## src/rtl/inst_sram_axi_rd_bridge_if.sv

```systemverilog
// rtl/inst_sram_axi_rd_bridge_if.sv - fetch-side SRAM-like port plus AXI4 read channels
interface inst_sram_axi_rd_bridge_if;
    logic        inst_sram_req;
    logic        inst_sram_wr;
    logic [1:0]  inst_sram_size;
    logic [31:0] inst_sram_addr;
    logic        inst_sram_addr_ok;
    logic        inst_sram_data_ok;
    logic [31:0] inst_sram_rdata;
    logic        inst_sram_data_err;

    logic [3:0]  arid;
    logic [31:0] araddr;
    logic [7:0]  arlen;
    logic [2:0]  arsize;
    logic [1:0]  arburst;
    logic [1:0]  arlock;
    logic [3:0]  arcache;
    logic [2:0]  arprot;
    logic        arvalid;
    logic        arready;

    logic [3:0]  rid;
    logic [31:0] rdata;
    logic [1:0]  rresp;
    logic        rlast;
    logic        rvalid;
    logic        rready;

    modport master (
        input  inst_sram_req, inst_sram_wr, inst_sram_size, inst_sram_addr,
        output inst_sram_addr_ok, inst_sram_data_ok, inst_sram_rdata, inst_sram_data_err,
        output arid, araddr, arlen, arsize, arburst, arlock, arcache, arprot, arvalid,
        input  arready,
        input  rid, rdata, rresp, rlast, rvalid,
        output rready
    );

    modport slave (
        output inst_sram_req, inst_sram_wr, inst_sram_size, inst_sram_addr,
        input  inst_sram_addr_ok, inst_sram_data_ok, inst_sram_rdata, inst_sram_data_err,
        input  arid, araddr, arlen, arsize, arburst, arlock, arcache, arprot, arvalid,
        output arready,
        output rid, rdata, rresp, rlast, rvalid,
        input  rready
    );
endinterface

```

## src/rtl/inst_sram_axi_rd_bridge.sv

```systemverilog
// rtl/inst_sram_axi_rd_bridge.sv - SRAM-like instruction fetch to single-beat AXI4 read bridge
module inst_sram_axi_rd_bridge #(
    parameter logic [3:0] AXI_ID  = 4'd0,
    parameter int         MAX_OUT = 2
) (
    input  logic                          clk,
    input  logic                          resetn,
    inst_sram_axi_rd_bridge_if.master     bus
);
    localparam logic [2:0] MAX_CNT = 3'(MAX_OUT);

    typedef enum logic {AR_IDLE, AR_PEND} ar_state_t;

    ar_state_t   ar_state;
    ar_state_t   ar_state_next;
    logic        ar_pend;
    logic [2:0]  cnt;
    logic [31:0] araddr_q;
    logic [1:0]  size_q;
    logic        data_ok_q;
    logic [31:0] rdata_q;
    logic        data_err_q;
    logic        addr_ok;
    logic        r_hs;

    // A new request is only taken once the previous AR has handshaken.
    assign addr_ok = bus.inst_sram_req && !ar_pend && (cnt < MAX_CNT);
    assign r_hs    = bus.rvalid && bus.rready;

    always_ff @(posedge clk) begin
        if (!resetn) ar_state <= AR_IDLE;
        else         ar_state <= ar_state_next;
    end

    always_comb begin
        ar_state_next = ar_state;
        case (ar_state)
            AR_IDLE: if (addr_ok)     ar_state_next = AR_PEND;
            AR_PEND: if (bus.arready) ar_state_next = AR_IDLE;
            default:                  ar_state_next = AR_IDLE;
        endcase
    end

    always_comb begin
        ar_pend = (ar_state == AR_PEND);
    end

    always_ff @(posedge clk) begin
        if (!resetn) begin
            cnt        <= 3'd0;
            araddr_q   <= 32'd0;
            size_q     <= 2'b10;
            data_ok_q  <= 1'b0;
            rdata_q    <= 32'd0;
            data_err_q <= 1'b0;
        end else begin
            if (addr_ok) begin
                araddr_q <= bus.inst_sram_addr;
                size_q   <= bus.inst_sram_size;
            end
            case ({addr_ok, r_hs})
                2'b10:   cnt <= cnt + 3'd1;
                2'b01:   cnt <= cnt - 3'd1;
                default: cnt <= cnt;
            endcase
            data_ok_q <= r_hs;
            if (r_hs) begin
                rdata_q    <= bus.rdata;
                data_err_q <= bus.rresp[1];
            end
        end
    end

    // Write flag, rid, rlast and the OKAY/EXOKAY distinction carry no meaning here.
    logic unused_inputs;
    assign unused_inputs = &{1'b0, bus.inst_sram_wr, bus.rid, bus.rlast, bus.rresp[0]};

    assign bus.inst_sram_addr_ok  = addr_ok;
    assign bus.inst_sram_data_ok  = data_ok_q;
    assign bus.inst_sram_rdata    = rdata_q;
    assign bus.inst_sram_data_err = data_err_q;

    assign bus.arid    = AXI_ID;
    assign bus.araddr  = araddr_q;
    assign bus.arlen   = 8'd0;
    assign bus.arsize  = {1'b0, size_q};
    assign bus.arburst = 2'b01;
    assign bus.arlock  = 2'b00;
    assign bus.arcache = 4'd0;
    assign bus.arprot  = 3'd0;
    assign bus.arvalid = ar_pend;
    assign bus.rready  = (cnt != 3'd0);
endmodule

```

## src/flat_wrapper.sv

```systemverilog
// flat-port wrapper written by rule: the top's interface ports become plain ports
module inst_sram_axi_rd_bridge_flat 
#(
    parameter logic [3:0] AXI_ID  = 4'd0,
    parameter int         MAX_OUT = 2
)
  (clk, resetn, bus_inst_sram_req, bus_inst_sram_wr, bus_inst_sram_size, bus_inst_sram_addr, bus_inst_sram_addr_ok, bus_inst_sram_data_ok, bus_inst_sram_rdata, bus_inst_sram_data_err, bus_arid, bus_araddr, bus_arlen, bus_arsize, bus_arburst, bus_arlock, bus_arcache, bus_arprot, bus_arvalid, bus_arready, bus_rid, bus_rdata, bus_rresp, bus_rlast, bus_rvalid, bus_rready);
  inst_sram_axi_rd_bridge_if bus_i ();
  input  logic clk;
  input  logic resetn;
  input wire logic [$bits(bus_i.inst_sram_req)-1:0] bus_inst_sram_req;
  input wire logic [$bits(bus_i.inst_sram_wr)-1:0] bus_inst_sram_wr;
  input wire logic [$bits(bus_i.inst_sram_size)-1:0] bus_inst_sram_size;
  input wire logic [$bits(bus_i.inst_sram_addr)-1:0] bus_inst_sram_addr;
  output wire logic [$bits(bus_i.inst_sram_addr_ok)-1:0] bus_inst_sram_addr_ok;
  output wire logic [$bits(bus_i.inst_sram_data_ok)-1:0] bus_inst_sram_data_ok;
  output wire logic [$bits(bus_i.inst_sram_rdata)-1:0] bus_inst_sram_rdata;
  output wire logic [$bits(bus_i.inst_sram_data_err)-1:0] bus_inst_sram_data_err;
  output wire logic [$bits(bus_i.arid)-1:0] bus_arid;
  output wire logic [$bits(bus_i.araddr)-1:0] bus_araddr;
  output wire logic [$bits(bus_i.arlen)-1:0] bus_arlen;
  output wire logic [$bits(bus_i.arsize)-1:0] bus_arsize;
  output wire logic [$bits(bus_i.arburst)-1:0] bus_arburst;
  output wire logic [$bits(bus_i.arlock)-1:0] bus_arlock;
  output wire logic [$bits(bus_i.arcache)-1:0] bus_arcache;
  output wire logic [$bits(bus_i.arprot)-1:0] bus_arprot;
  output wire logic [$bits(bus_i.arvalid)-1:0] bus_arvalid;
  input wire logic [$bits(bus_i.arready)-1:0] bus_arready;
  input wire logic [$bits(bus_i.rid)-1:0] bus_rid;
  input wire logic [$bits(bus_i.rdata)-1:0] bus_rdata;
  input wire logic [$bits(bus_i.rresp)-1:0] bus_rresp;
  input wire logic [$bits(bus_i.rlast)-1:0] bus_rlast;
  input wire logic [$bits(bus_i.rvalid)-1:0] bus_rvalid;
  output wire logic [$bits(bus_i.rready)-1:0] bus_rready;
  assign bus_i.inst_sram_req = bus_inst_sram_req;
  assign bus_i.inst_sram_wr = bus_inst_sram_wr;
  assign bus_i.inst_sram_size = bus_inst_sram_size;
  assign bus_i.inst_sram_addr = bus_inst_sram_addr;
  assign bus_inst_sram_addr_ok = bus_i.inst_sram_addr_ok;
  assign bus_inst_sram_data_ok = bus_i.inst_sram_data_ok;
  assign bus_inst_sram_rdata = bus_i.inst_sram_rdata;
  assign bus_inst_sram_data_err = bus_i.inst_sram_data_err;
  assign bus_arid = bus_i.arid;
  assign bus_araddr = bus_i.araddr;
  assign bus_arlen = bus_i.arlen;
  assign bus_arsize = bus_i.arsize;
  assign bus_arburst = bus_i.arburst;
  assign bus_arlock = bus_i.arlock;
  assign bus_arcache = bus_i.arcache;
  assign bus_arprot = bus_i.arprot;
  assign bus_arvalid = bus_i.arvalid;
  assign bus_i.arready = bus_arready;
  assign bus_i.rid = bus_rid;
  assign bus_i.rdata = bus_rdata;
  assign bus_i.rresp = bus_rresp;
  assign bus_i.rlast = bus_rlast;
  assign bus_i.rvalid = bus_rvalid;
  assign bus_rready = bus_i.rready;
  inst_sram_axi_rd_bridge #(.AXI_ID(AXI_ID), .MAX_OUT(MAX_OUT)) u_core (.clk(clk), .resetn(resetn), .bus(bus_i));
endmodule
```

## config.mk

```make
export PLATFORM = sky130hd
export DESIGN_NAME = inst_sram_axi_rd_bridge_flat
export DESIGN_NICKNAME = d
export VERILOG_FILES = /design/src/rtl/inst_sram_axi_rd_bridge_if.sv /design/src/rtl/inst_sram_axi_rd_bridge.sv /design/src/flat_wrapper.sv
export SDC_FILE = /design/constraint.sdc
export NUM_CORES = 1
export LEC_CHECK = 0
export BUFFER_PORTS_ARGS = -buffer_cell sky130_fd_sc_hd__buf_2
export CAP_MARGIN = 15
export CORE_ASPECT_RATIO = 1.1
export CORE_MARGIN = 10
export CORE_UTILIZATION = 35
export CTS_CLUSTER_DIAMETER = 80
export DETAILED_ROUTE_END_ITERATION = 8
export PLACE_DENSITY = 0.68
export RECOVER_POWER = 100
export SYNTH_ARGS = -nofsm -noshare
export SYNTH_HDL_FRONTEND = slang
export SYNTH_SLANG_ARGS = --single-unit
```

## constraint.sdc

```tcl
create_clock -name clk -period 2.7 [get_ports clk]
set_input_delay 0.405 -clock clk [delete_from_list [all_inputs] [get_ports clk]]
set_output_delay 0.405 -clock clk [all_outputs]
set_load 0.02 [all_outputs]
```

# == After elaboration in Yosys (flattened, before gate mapping) ==
# Cells that the tools add are included.
# totals
regBits,72
input_bits,79
output_inout_bits,95
# classes
reduce_logical,6
order_cmp,1
n_eq_ne,2
n_mux,4
add_sub_neg,2
n_bitwise,1
# ops
op,n
$pmux 3 s2,1
$add 3x1->3 const B,1
$logic_and 1x1->1,3
$lt 3x2->1 const B,1
$reduce_bool 3->1,1
$sub 3x1->3 const B,1
$eq 2x1->1 const B,1
$eq 2x2->1 const B,1
$mux 1,2
$pmux 1 s2,1
$reduce_bool 2->1,1
$logic_not 1->1,1
$not 1->1,1

# == Longest topological paths before layout ==
# logic_depth
depth_word,5
ltp_mapped,9
ltp_nobuf,8

# == Least setup slack after synthesis ==
# OpenSTA, ideal clock, no wires.
# synth_timing
path_kind,reg2reg
from,register u_core.ar_state (netlist: u_core.bus.arvalid)
to,register u_core.cnt[2]
slack_ps,527
period_less_slack_ps,2173
stages_incl_launch_ff,10
arrival_time_ps,2103
path_cell_list,dfxtp_1 > or4b_1 > buf_4 > buf_2 > ha_1 > inv_1 > fa_1 > xor2_1 > or3_1 > a21oi_1
# synth_between
elab_chain_len,5
word_cells_on_any_way,7
cone_classes,eq/ne (2); mux (1); reduce/logical (4)
# synth_rtl
element,line_no,text
from (decl),inst_sram_axi_rd_bridge.sv:14,ar_state_t ar_state;
from (signal assigned),inst_sram_axi_rd_bridge.sv:32,else ar_state <= ar_state_next;
$logic_not 1->1 *,inst_sram_axi_rd_bridge.sv:27,assign addr_ok = bus.inst_sram_req && !ar_pend && (cnt < MAX_CNT);
$logic_and 1x1->1 * (2 in a row),inst_sram_axi_rd_bridge.sv:27,
$eq 2x1->1 or $eq 2x2->1 (tied branches),inst_sram_axi_rd_bridge.sv:61,"case ({addr_ok, r_hs})"
$pmux 3 s2 or $reduce_bool 2->1 (tied branches),-,
to (signal assigned),inst_sram_axi_rd_bridge.sv:62,2'b10: cnt <= cnt + 3'd1;
to (signal assigned),inst_sram_axi_rd_bridge.sv:63,2'b01: cnt <= cnt - 3'd1;
to (signal assigned),inst_sram_axi_rd_bridge.sv:64,default: cnt <= cnt;
to (decl),inst_sram_axi_rd_bridge.sv:17,logic [2:0] cnt;
# Mark *: on every way between the ends. The rest lies on a longest branch, timed or not.
# A chain may end at the register's enable or synchronous reset.

# == Worst setup path in the final report ==
# layout_timing
from,register u_core.cnt[2]
to,output bus_inst_sram_addr_ok
# layout_between
elab_chain_len,2
# layout_rtl
element,line_no,text
$lt 3x2->1,inst_sram_axi_rd_bridge.sv:27,
$logic_and 1x1->1,inst_sram_axi_rd_bridge.sv:27,
to (decl),flat_wrapper.sv:15,output wire logic [$bits(bus_i.inst_sram_addr_ok)-1:0] bus_inst_sram_addr_ok;
# No other way between the ends.

==> run metrics <==
Worst Tran Pin Value=1070 ps; pin count of the biggest net entering global routing=68; Final Skew=between 10 and 15 ps; Buf/Inv on CP=3; gpl congestion=0.734; Avg Vias per Cell=4.31; area grow syn2layout=28.2%; Hold WC Path Type=primary input to flop; FMAX=approximately 420 MHz; WL/cell=13.1 um; Hold EP=u_core.size_q[1]$_SDFFE_PN1P_; crit path kind=flop to output port; Root Driver=clkbuf_8; Setup violations, final=0; Startpoint Class=flop; vias in the first global route=about 2400; family with the most delay on the worst path=buffers and inverters; dominant synthesized flop cell=dfxtp_1; Ant. Diodes=0; final antenna-violating net count=0; Num CTS Buffers=9; VDD IR max=0.000347 V; chip height=114 um; H-tree depth=3; worst hold slack=285 ps; CTS tree=built; GR Util All Layers=0.120; Final Cell Area=0.00357 mm2; crit path cell chain=or4b_1 -> buf_4 -> inv_6 -> clkbuf_1; Initial DRC Count=92; hpwl dp=5900 um; CP arrival=around 2000 ps; # resized after CTS=0; Starting Density=0.356; EDFF count, synth=0; worst skew pair latency=340 ps; fin. max-slew vios=0; post-synthesis sequential area ratio=0.517; Register-to-Register Setup Slack=~700 ps; Hold Buf Count CTS=0; syn avg cell area=8.01 um2; RSZ-0062 raised after global routing=false; Final Hold Violating Endpoints=0; DRC=0; Final nets=559; Fill cells=856; First-pass DRT Iterations=4; Pwr Density=roughly 960 mW/mm2; Slew HR=0.286; Layout Cells excl Fill=591; WP data required=2300 ps; grt ovf=0; I/O pin cnt=around 170; antenna violations before repair=0; critical path depth=4; Post-Route Setup TNS=0 ps; Die Width=105 um; row count=34; max-cap check violation count=0; drt total wl=7760 um; Crit Reg-Reg Endpoint=u_core.cnt[2]$_SDFFE_PN0P_; final cycle utilization of the critical path=0.887; hold depth=3; status=finished, final reports clean; #FFs+latches synth=72; fin util=0.457; RR Startpoint=u_core.cnt[2]$_SDFFE_PN0P_; Register-to-Register Path Depth=7; Synthesis Warnings=0; HP Start=bus_inst_sram_size[1]; min Tclk post-route=2400 ps; Cell Area, Synth=0.00279 mm2; ys async rst share=0; Total Die Area=0.0119 mm2; total power=3.43 mW; Syn Inst Count=348; Post-CTS Setup Repair Bufs=0; core box area=between 0.007 and 0.008 mm2; vias=2550; Post-DP Area=0.00346 mm2; layout cell share with drive strength beyond 1=0.190; Static Leakage=1.51 nW; worst setup margin=305 ps; post-synthesis cell type count=21; CP Max Fanout=35; clock sink count=72; Inst Count DP=approximately 580; first-pass GRT wire length=11800 um; Max Buffers Root-to-Sink=2; crit end category=output port; DP Worst Slack=628 ps; I/O Buffers=142; max incr delay on CP=580 ps; Critical-path top delay cell=or4b_1; Clock transition at path regs=80 ps
[tightest hold or removal path, delay by kind of cell]
kind,cells,cell delay [ps]
and+or+nand+nor,2,100
buffers and inverters,1,80
[per-layer routing]
layer,vias up,GRT usage,part of all wire
met3,10,0.0570,0.096
met2,95,0.190,0.47
li1,1337,-,-
met5,-,0,0
met1,1108,0.135,0.42
met4,0,0.0495,0.013
[logic make-up after synthesis]
kind of cell / synth area share
buf+inv: 0.121
simple gates: 0.213
other cells: 0.00270
flops: 0.517
compound gates: 0.128
xor+xnor: 0.00629
fa+ha+maj: 0.0117
[registers in the layout (all words and copies together), names as in the netlist]
signal / cells
u_core.bus.inst_sram_rdata: 32
u_core.cnt: 3
u_core.bus.inst_sram_data_ok: 1
u_core.bus.inst_sram_data_err: 1
u_core.size_q: 2
u_core.bus.araddr: 32
u_core.bus.arvalid: 1
[Yosys cell counts, types with 3 or more instances]
library cell  instances  area share
nand2_1             101        0.14
o21ai_0              34       0.061
dfxtp_1              72        0.52
nand3_1              34       0.061
buf_4                25       0.067
clkbuf_1             16       0.022
buf_2                 4      0.0072
a21oi_1              36       0.065
inv_1                 5      0.0067
nor2_1                4      0.0054
buf_6                 3       0.012
[cell usage in the layout, fill, tap and decap left out, drive strengths merged, types with 2 or more instances in the layout]
cell / n
clkbuf: 83
or3: 2
dfxtp: 72
nand2: 101
conb: 24
nand3: 34
clkinvlp: 2
bufinv: 2
inv: 6
buf: 75
a21oi: 36
nor2: 4
o21ai: 34
xor2: 2
[final cells by class]
type	count	area (um2)	area share
Clock buffer	11	141	0.0396
Clock inverter	5	80.1	0.0224
Inverter	6	27.5	0.00770
Multi-Input combinational cell	242	1090	0.305
Sequential cell	72	1440	0.403
Tap cell	108	135	0.0378
Timing Repair Buffer	147	657	0.184
[power breakdown]
group	switching [mW]	leakage (nW)	internal [mW]	total, mW
combinational	0.807	0.811	0.298	1.11
clock	0.390	0.106	0.544	0.935
sequential	0.110	0.589	1.28	1.39
total	1.31	1.51	2.12	3.43
[worst max-delay path by stage]
stage                                       start                         end  slack [ps]
global route           u_core.cnt[2]$_SDFFE_PN0P_       bus_inst_sram_addr_ok         200
CTS                    u_core.cnt[2]$_SDFFE_PN0P_       bus_inst_sram_addr_ok         280
detailed placement              bus_inst_sram_req  u_core.cnt[2]$_SDFFE_PN0P_         630
floorplan           u_core.bus.arvalid$_SDFF_PN0_  u_core.cnt[2]$_SDFFE_PN0P_         530
global placement                bus_inst_sram_req       bus_inst_sram_addr_ok         660
finish                 u_core.cnt[2]$_SDFFE_PN0P_       bus_inst_sram_addr_ok         300
No activity file was read; power rests on OpenSTA's default activity.
